===== src/rtl/baser_pkg.sv =====
// rtl/baser_pkg.sv - shared 257b transcoding constants and lane id type
package baser_pkg;

    localparam int TC_WIDTH  = 257;
    localparam int MAX_LANES = 16;

    localparam logic [7:0] DATA_CHAR = 8'hAA;
    localparam logic [7:0] CTRL_CHAR = 8'h1E;
    localparam logic [7:0] OSET_CHAR = 8'h4B;

    // All-data block: header bit 0 set, payload of repeating data characters
    localparam logic [TC_WIDTH-1:0] IDLE_FILL = {{32{DATA_CHAR}}, 1'b1};

    typedef logic [$clog2(MAX_LANES)-1:0] lane_id_t;

endpackage


===== src/rtl/baser_257b_lane_scheduler_rr_arbiter.sv =====
// rtl/baser_257b_lane_scheduler_rr_arbiter.sv - round-robin arbiter with internal last-winner pointer
module rr_arbiter #(
    parameter int N = 4
) (
    input  logic                 clk,
    input  logic                 rst,
    input  logic [N-1:0]         req,
    output logic [N-1:0]         grant,
    output logic [$clog2(N)-1:0] winner,
    output logic                 any
);

    logic [$clog2(N)-1:0] ptr;

    // First pass looks strictly above the pointer, second pass wraps to the bottom
    always_comb begin
        grant  = '0;
        winner = '0;
        any    = 1'b0;
        if (!rst) begin
            for (int k = 0; k < N; k++) begin
                if (!any && req[k] && (k > int'(ptr))) begin
                    any      = 1'b1;
                    winner   = ($clog2(N))'(k);
                    grant[k] = 1'b1;
                end
            end
            for (int k = 0; k < N; k++) begin
                if (!any && req[k] && (k <= int'(ptr))) begin
                    any      = 1'b1;
                    winner   = ($clog2(N))'(k);
                    grant[k] = 1'b1;
                end
            end
        end
    end

    always_ff @(posedge clk) begin
        if (rst) begin
            ptr <= ($clog2(N))'(N - 1);
        end else if (any) begin
            ptr <= winner;
        end
    end

endmodule


===== src/rtl/baser_257b_lane_scheduler.sv =====
// rtl/baser_257b_lane_scheduler.sv - shares one 257b checker across lanes and attributes its invalid counts
module baser_257b_lane_scheduler
    import baser_pkg::*;
#(
    parameter int                      N_LANES     = 4,
    parameter int                      TC_WIDTH    = baser_pkg::TC_WIDTH,
    parameter int                      CNT_WIDTH   = 32,
    parameter int                      CHK_LATENCY = 1,
    parameter logic [TC_WIDTH-1:0]     IDLE_FILL   = baser_pkg::IDLE_FILL
) (
    input  logic                           clk,
    input  logic                           i_rst,
    input  logic [N_LANES-1:0]             i_lane_en,
    input  logic [N_LANES-1:0]             i_lane_valid,
    input  logic [N_LANES*TC_WIDTH-1:0]    i_lane_xcoded,
    output logic [N_LANES-1:0]             o_lane_ready,
    output logic [TC_WIDTH-1:0]            o_chk_xcoded,
    output logic                           o_chk_valid,
    output logic [$clog2(N_LANES)-1:0]     o_chk_lane,
    input  logic [31:0]                    i_chk_inv_count,
    output logic [N_LANES*CNT_WIDTH-1:0]   o_lane_blk_count,
    output logic [N_LANES*CNT_WIDTH-1:0]   o_lane_inv_count,
    output logic [CNT_WIDTH-1:0]           o_unattr_count
);

    localparam int                   LW      = $clog2(N_LANES);
    localparam int                   SW      = ((CNT_WIDTH > 32) ? CNT_WIDTH : 32) + 1;
    localparam logic [CNT_WIDTH-1:0] CNT_MAX = {CNT_WIDTH{1'b1}};

    function automatic logic [CNT_WIDTH-1:0] sat_add(input logic [CNT_WIDTH-1:0] a,
                                                     input logic [31:0] b);
        logic [SW-1:0] s;
        s = SW'(a) + SW'(b);
        return (s > SW'(CNT_MAX)) ? CNT_MAX : s[CNT_WIDTH-1:0];
    endfunction

    logic [N_LANES-1:0] req;
    logic [N_LANES-1:0] grant;
    logic [LW-1:0]      winner;
    logic               any;

    assign req          = i_lane_valid & i_lane_en;
    assign o_lane_ready = grant;

    rr_arbiter #(.N(N_LANES)) u_arb (
        .clk    (clk),
        .rst    (i_rst),
        .req    (req),
        .grant  (grant),
        .winner (winner),
        .any    (any)
    );

    always_ff @(posedge clk) begin
        if (i_rst) begin
            o_chk_xcoded <= IDLE_FILL;
            o_chk_valid  <= 1'b0;
            o_chk_lane   <= '0;
        end else if (any) begin
            o_chk_xcoded <= i_lane_xcoded[int'(winner)*TC_WIDTH +: TC_WIDTH];
            o_chk_valid  <= 1'b1;
            o_chk_lane   <= winner;
        end else begin
            o_chk_xcoded <= IDLE_FILL;
            o_chk_valid  <= 1'b0;
        end
    end

    // Tag pipeline lines the issued lane up with the checker's delayed count update
    logic     [CHK_LATENCY-1:0] dly_valid;
    lane_id_t [CHK_LATENCY-1:0] dly_lane;
    logic     [31:0]            prev_inv;
    logic     [31:0]            delta;
    logic                       tail_valid;
    lane_id_t                   tail_lane;

    always_ff @(posedge clk) begin
        prev_inv <= i_chk_inv_count;
        if (i_rst) begin
            dly_valid <= '0;
            dly_lane  <= '0;
        end else begin
            dly_valid[0] <= o_chk_valid;
            dly_lane[0]  <= lane_id_t'(o_chk_lane);
            for (int i = 1; i < CHK_LATENCY; i++) begin
                dly_valid[i] <= dly_valid[i-1];
                dly_lane[i]  <= dly_lane[i-1];
            end
        end
    end

    assign delta      = i_chk_inv_count - prev_inv;
    assign tail_valid = dly_valid[CHK_LATENCY-1];
    assign tail_lane  = dly_lane[CHK_LATENCY-1];

    for (genvar k = 0; k < N_LANES; k++) begin : g_lane
        logic [CNT_WIDTH-1:0] blk_cnt;
        logic [CNT_WIDTH-1:0] inv_cnt;

        always_ff @(posedge clk) begin
            if (i_rst) begin
                blk_cnt <= '0;
                inv_cnt <= '0;
            end else begin
                if (grant[k]) begin
                    blk_cnt <= sat_add(blk_cnt, 32'd1);
                end
                if ((delta != 32'd0) && tail_valid && (tail_lane == lane_id_t'(k))) begin
                    inv_cnt <= sat_add(inv_cnt, delta);
                end
            end
        end

        assign o_lane_blk_count[k*CNT_WIDTH +: CNT_WIDTH] = blk_cnt;
        assign o_lane_inv_count[k*CNT_WIDTH +: CNT_WIDTH] = inv_cnt;
    end

    always_ff @(posedge clk) begin
        if (i_rst) begin
            o_unattr_count <= '0;
        end else if ((delta != 32'd0) && !tail_valid) begin
            o_unattr_count <= sat_add(o_unattr_count, delta);
        end
    end

endmodule


===== config.mk =====
export PLATFORM = sky130hd
export DESIGN_NAME = baser_257b_lane_scheduler
export DESIGN_NICKNAME = d
export VERILOG_FILES = /design/src/rtl/baser_pkg.sv /design/src/rtl/baser_257b_lane_scheduler_rr_arbiter.sv /design/src/rtl/baser_257b_lane_scheduler.sv
export SDC_FILE = /design/constraint.sdc
export NUM_CORES = 2
export LEC_CHECK = 0
export CORE_AREA = 4 4 635 637
export CTS_BUF_LIST = sky130_fd_sc_hd__clkbuf_8 sky130_fd_sc_hd__clkbuf_16
export CTS_CLUSTER_SIZE = 10
export DETAILED_ROUTE_END_ITERATION = 16
export DIE_AREA = 0 0 639 641
export GPL_ROUTABILITY_DRIVEN = 0
export PLACE_DENSITY = 0.38
export REMOVE_ABC_BUFFERS = 1
export SETUP_SLACK_MARGIN = 0.3
export SYNTH_ARGS = -nofsm -noshare
export SYNTH_HDL_FRONTEND = slang
export SYNTH_HIERARCHICAL = 1
export SYNTH_SLANG_ARGS = --single-unit
export TNS_END_PERCENT = 5

===== constraint.sdc =====
create_clock -name clk -period 10.8 [get_ports clk]
set_input_delay 2.16 -clock clk [delete_from_list [all_inputs] [get_ports clk]]
set_output_delay 2.16 -clock clk [all_outputs]
set_load 0.005 [all_outputs]

==> flow_summary.toml <==
[clock_tree]
cts_resized = 0
tritoncts = "yes"
clockBufferDepth = 4
numCtsBuffers = 98
clock-sinks = 585
ctsHoldBuffers = 0
worst_skew_pair.late_latency_ns = 0.86
postCtsSetupBuffers = 0
clk_pin_slew_ns = 0.06
root_buffer = "clkbuf_16"
cts_max_level = 3

[worst_setup_path]
slowest_delay_ns = 0.81
cp-start-kind = "primary input"
critPathKind = "primary input to flip-flop"
ff2ff_setup_slack_ns = 4.34
path_max_fanout = 7
arrival_ns = 8.70
path_common_cell = "o21ai_0"
crit_end = "g_lane[3].inv_cnt[29]$_SDFFE_PP0P_"
timing.rr.start = "prev_inv[0]$_DFF_P_"
worstRegToRegCells = 20
cp_slowest_cell = "or4b_2"
worstSetupStartpoint = "i_chk_inv_count[0]"
cp.required_ns = 11.43
end_kind = "flip-flop"
worstPathCellList = "clkdlybuf4s50_1, inv_1, ha_1, fa_1, nor2b_4, o31ai_1, a22oi_1, a21oi_2, o2111ai_1, or4b_2, ha_1, a21o_1, a21o_1, a221oi_1, o21ai_0, a221oi_1, o21ai_0, o41ai_1, o21ai_0, and4b_1, nor3_1, a22oi_2"
reg2reg_to = "g_lane[3].inv_cnt[29]$_SDFFE_PP0P_"

[logic_synthesis]
ys_ff_latch = 585
async_flop_share_pct = 0
ys.flop_type = "dfxtp_1"
synthCells = 3927
yosys_warnings = 6
synthTopCellsByArea = "dfxtp_1, mux4_2, ha_1"
synth_area_um2 = 37700
ys_seq_area_share_pct = 31.0
synth_cell_types = 88
avgSynthCellArea_um2 = 9.61
synth_edf_count = 0
synth_top_area_share_pct = 31.0
yosys.area.top_type = "dfxtp_1"

[drt]
avgRoutedWirePerCell_um = 36.5
drt_pass1_iterations = 6
drt.antenna.violating_nets = 0
vias = 42200
vias_per_cell = 3.83
drc = 0
drtIter0Drc = 3698
wl_um = 403000

[floorplanning]
core_um2 = 398000
fp.dieH_um = 641
start_util_pct = 9.48
die_x_um = 639
pin_count = 1622
dieArea_um2 = 410000
rows = 232

[place]
numPlacedInstances = 10600
io_buffers = 1621
dp_hpwl_um = 355000
post-place-ws_ns = 1.92

[timing]
max_slew_margin_pct = 22.8
min_period_ns = 8.06
setup_violations = 0
setup_ws_ns = 2.74
fin_crit_sh_pct = 74.7
fin_setup_tns_ns = 0
final_max_slew_viol_count = 0
rsz0062_at_grt = "no"
worst_slew_pin_slew_ns = 1.15
hold_viol_final = 0
holdWs_ns = 0.484
worst_clock_skew_ns = 0.128
fmax_mhz = 124

[global_routing]
grt_max_degree = 125
track_usage_pct = 18.8
grt_overflow = 0
first_global_vias = 40600
antenna_found_initial = 334
grt_pass1_wl_um = 488000

[layout]
area_growth_pct = 69.1
fin_nets = 6747
drive_gt1_share_pct = 12.0
final_cells = 11000

[pwr]
finalPower_mw = 8.67
p_leak_nw = 22.1
p_per_area_nw_per_um2 = 136
ir_drop_v = 0.000120

[min_path]
hold_path.class = "flip-flop to flip-flop"

[outcome]
status = "complete, no violations"

[run]
maxCapViolCount = 0
[cell families (layout without fill, tap and decap cells)]
family                   Yosys count  after routing  synth area share [%]
AO/OA/AOI/OAI                   1007           1007                  19.6
XOR/XNOR                         184            184                  4.27
adder cells (fa/ha/maj)          210            210                  7.09
buffers and inverters            374           1976                  4.22
flip-flops                       585            585                  31.0
multiplexers                     268            268                  15.6
other                              0            231                     0
AND/OR/NAND/NOR                 1299           1299                  18.1
[cell usage after synthesis (all sizes together) (81+ instances only)]
master  number
o21ai      147
nor3        81
clkbuf     164
ha         204
inv        134
xnor2      101
nand2      320
mux4       257
a21oi      278
dfxtp      585
xor2        83
nand2b     172
a22oi      130
nor2       190
and2       147
nand3      112
a21o        85
[state kept, by name, summed over array words and instances (netlist names)]
register / flops
dly_lane: 2
dly_valid: 1
g_lane.blk_cnt: 128
g_lane.inv_cnt: 128
o_chk_lane: 2
o_chk_valid: 1
o_chk_xcoded: 257
o_unattr_count: 32
prev_inv: 32
u_arb/ptr: 2
[placed cells by master, fill, tap and decap left out, drive strengths merged, types with 10 or more instances in the layout]
cell / n
clkbuf: 114
o21a: 36
xor2: 83
a31oi: 30
a211oi: 49
dfxtp: 585
a22oi: 130
nand2b: 172
nand3: 112
o221a: 33
o21bai: 28
nand3b: 13
nand4: 40
nor2: 190
diode: 231
a21o: 85
a311oi: 75
clkdlybuf4s50: 1609
o211ai: 14
clkinv: 15
nor4: 33
xnor2: 101
nor2b: 44
mux4: 257
and4: 19
inv: 157
nor3: 81
or3: 33
and2: 147
o21ai: 147
o31ai: 13
or4: 10
nand2: 320
ha: 204
mux2i: 10
and3: 51
buf: 70
a21oi: 278
[layer usage]
layer,track usage [%],vias to the layer above,wire [µm]
met5,0.319,-,1040
met4,10.6,128,26400
met3,7.02,892,34800
met2,34.1,2179,207000
met1,18.1,20900,133000
li1,-,18100,-
[worst max-delay path, delay by kind of cell]
| kind | cells | cell delay (ns) |
|---|---|---|
| AO/OA/AOI/OAI | 13 | 3.39 |
| AND/OR/NAND/NOR | 4 | 1.48 |
| adder cells (fa/ha/maj) | 3 | 1.10 |
| buffers and inverters | 2 | 0.54 |
[final cells by class]
cell class              instances  area, µm²
clock buffers                 114       2670
diodes                        231        578
clock inverters                48        477
well taps                    5265       6590
inverters                     135        512
repair buffers               1679      16700
multi-input cells            2968      24500
fillers                     44600     334000
flip-flops and latches        585      11700
[per-stage QoR]
step	instance area (µm²)	utilization [%]
final	63800	16.0
after global routing	63600	16.0
after CTS	63200	15.9
after detailed placement	60100	15.1
after global placement	60100	15.1
after floorplan	36600	-
[where the power goes]
group          total, mW  switching (mW)  internal [mW]
logic               2.94            1.54           1.40
clock network       3.29            1.37           1.92
registers           2.44           0.149           2.29
[how the worst min path moves through the flow]
stage	to	cells past startpoint	slack [ns]	start
floorplan	g_lane[1].inv_cnt[29]$_SDFFE_PP0P_	2	0.46	g_lane[1].inv_cnt[29]$_SDFFE_PP0P_
global placement	g_lane[2].inv_cnt[0]$_SDFFE_PP0P_	2	0.48	g_lane[2].inv_cnt[0]$_SDFFE_PP0P_
detailed placement	g_lane[2].inv_cnt[0]$_SDFFE_PP0P_	2	0.48	g_lane[2].inv_cnt[0]$_SDFFE_PP0P_
CTS	g_lane[3].inv_cnt[29]$_SDFFE_PP0P_	2	0.49	g_lane[3].inv_cnt[29]$_SDFFE_PP0P_
global route	g_lane[2].inv_cnt[19]$_SDFFE_PP0P_	2	0.51	g_lane[2].inv_cnt[19]$_SDFFE_PP0P_
finish	g_lane[2].inv_cnt[0]$_SDFFE_PP0P_	2	0.48	g_lane[2].inv_cnt[0]$_SDFFE_PP0P_
Power figures use the tool's default switching activity.
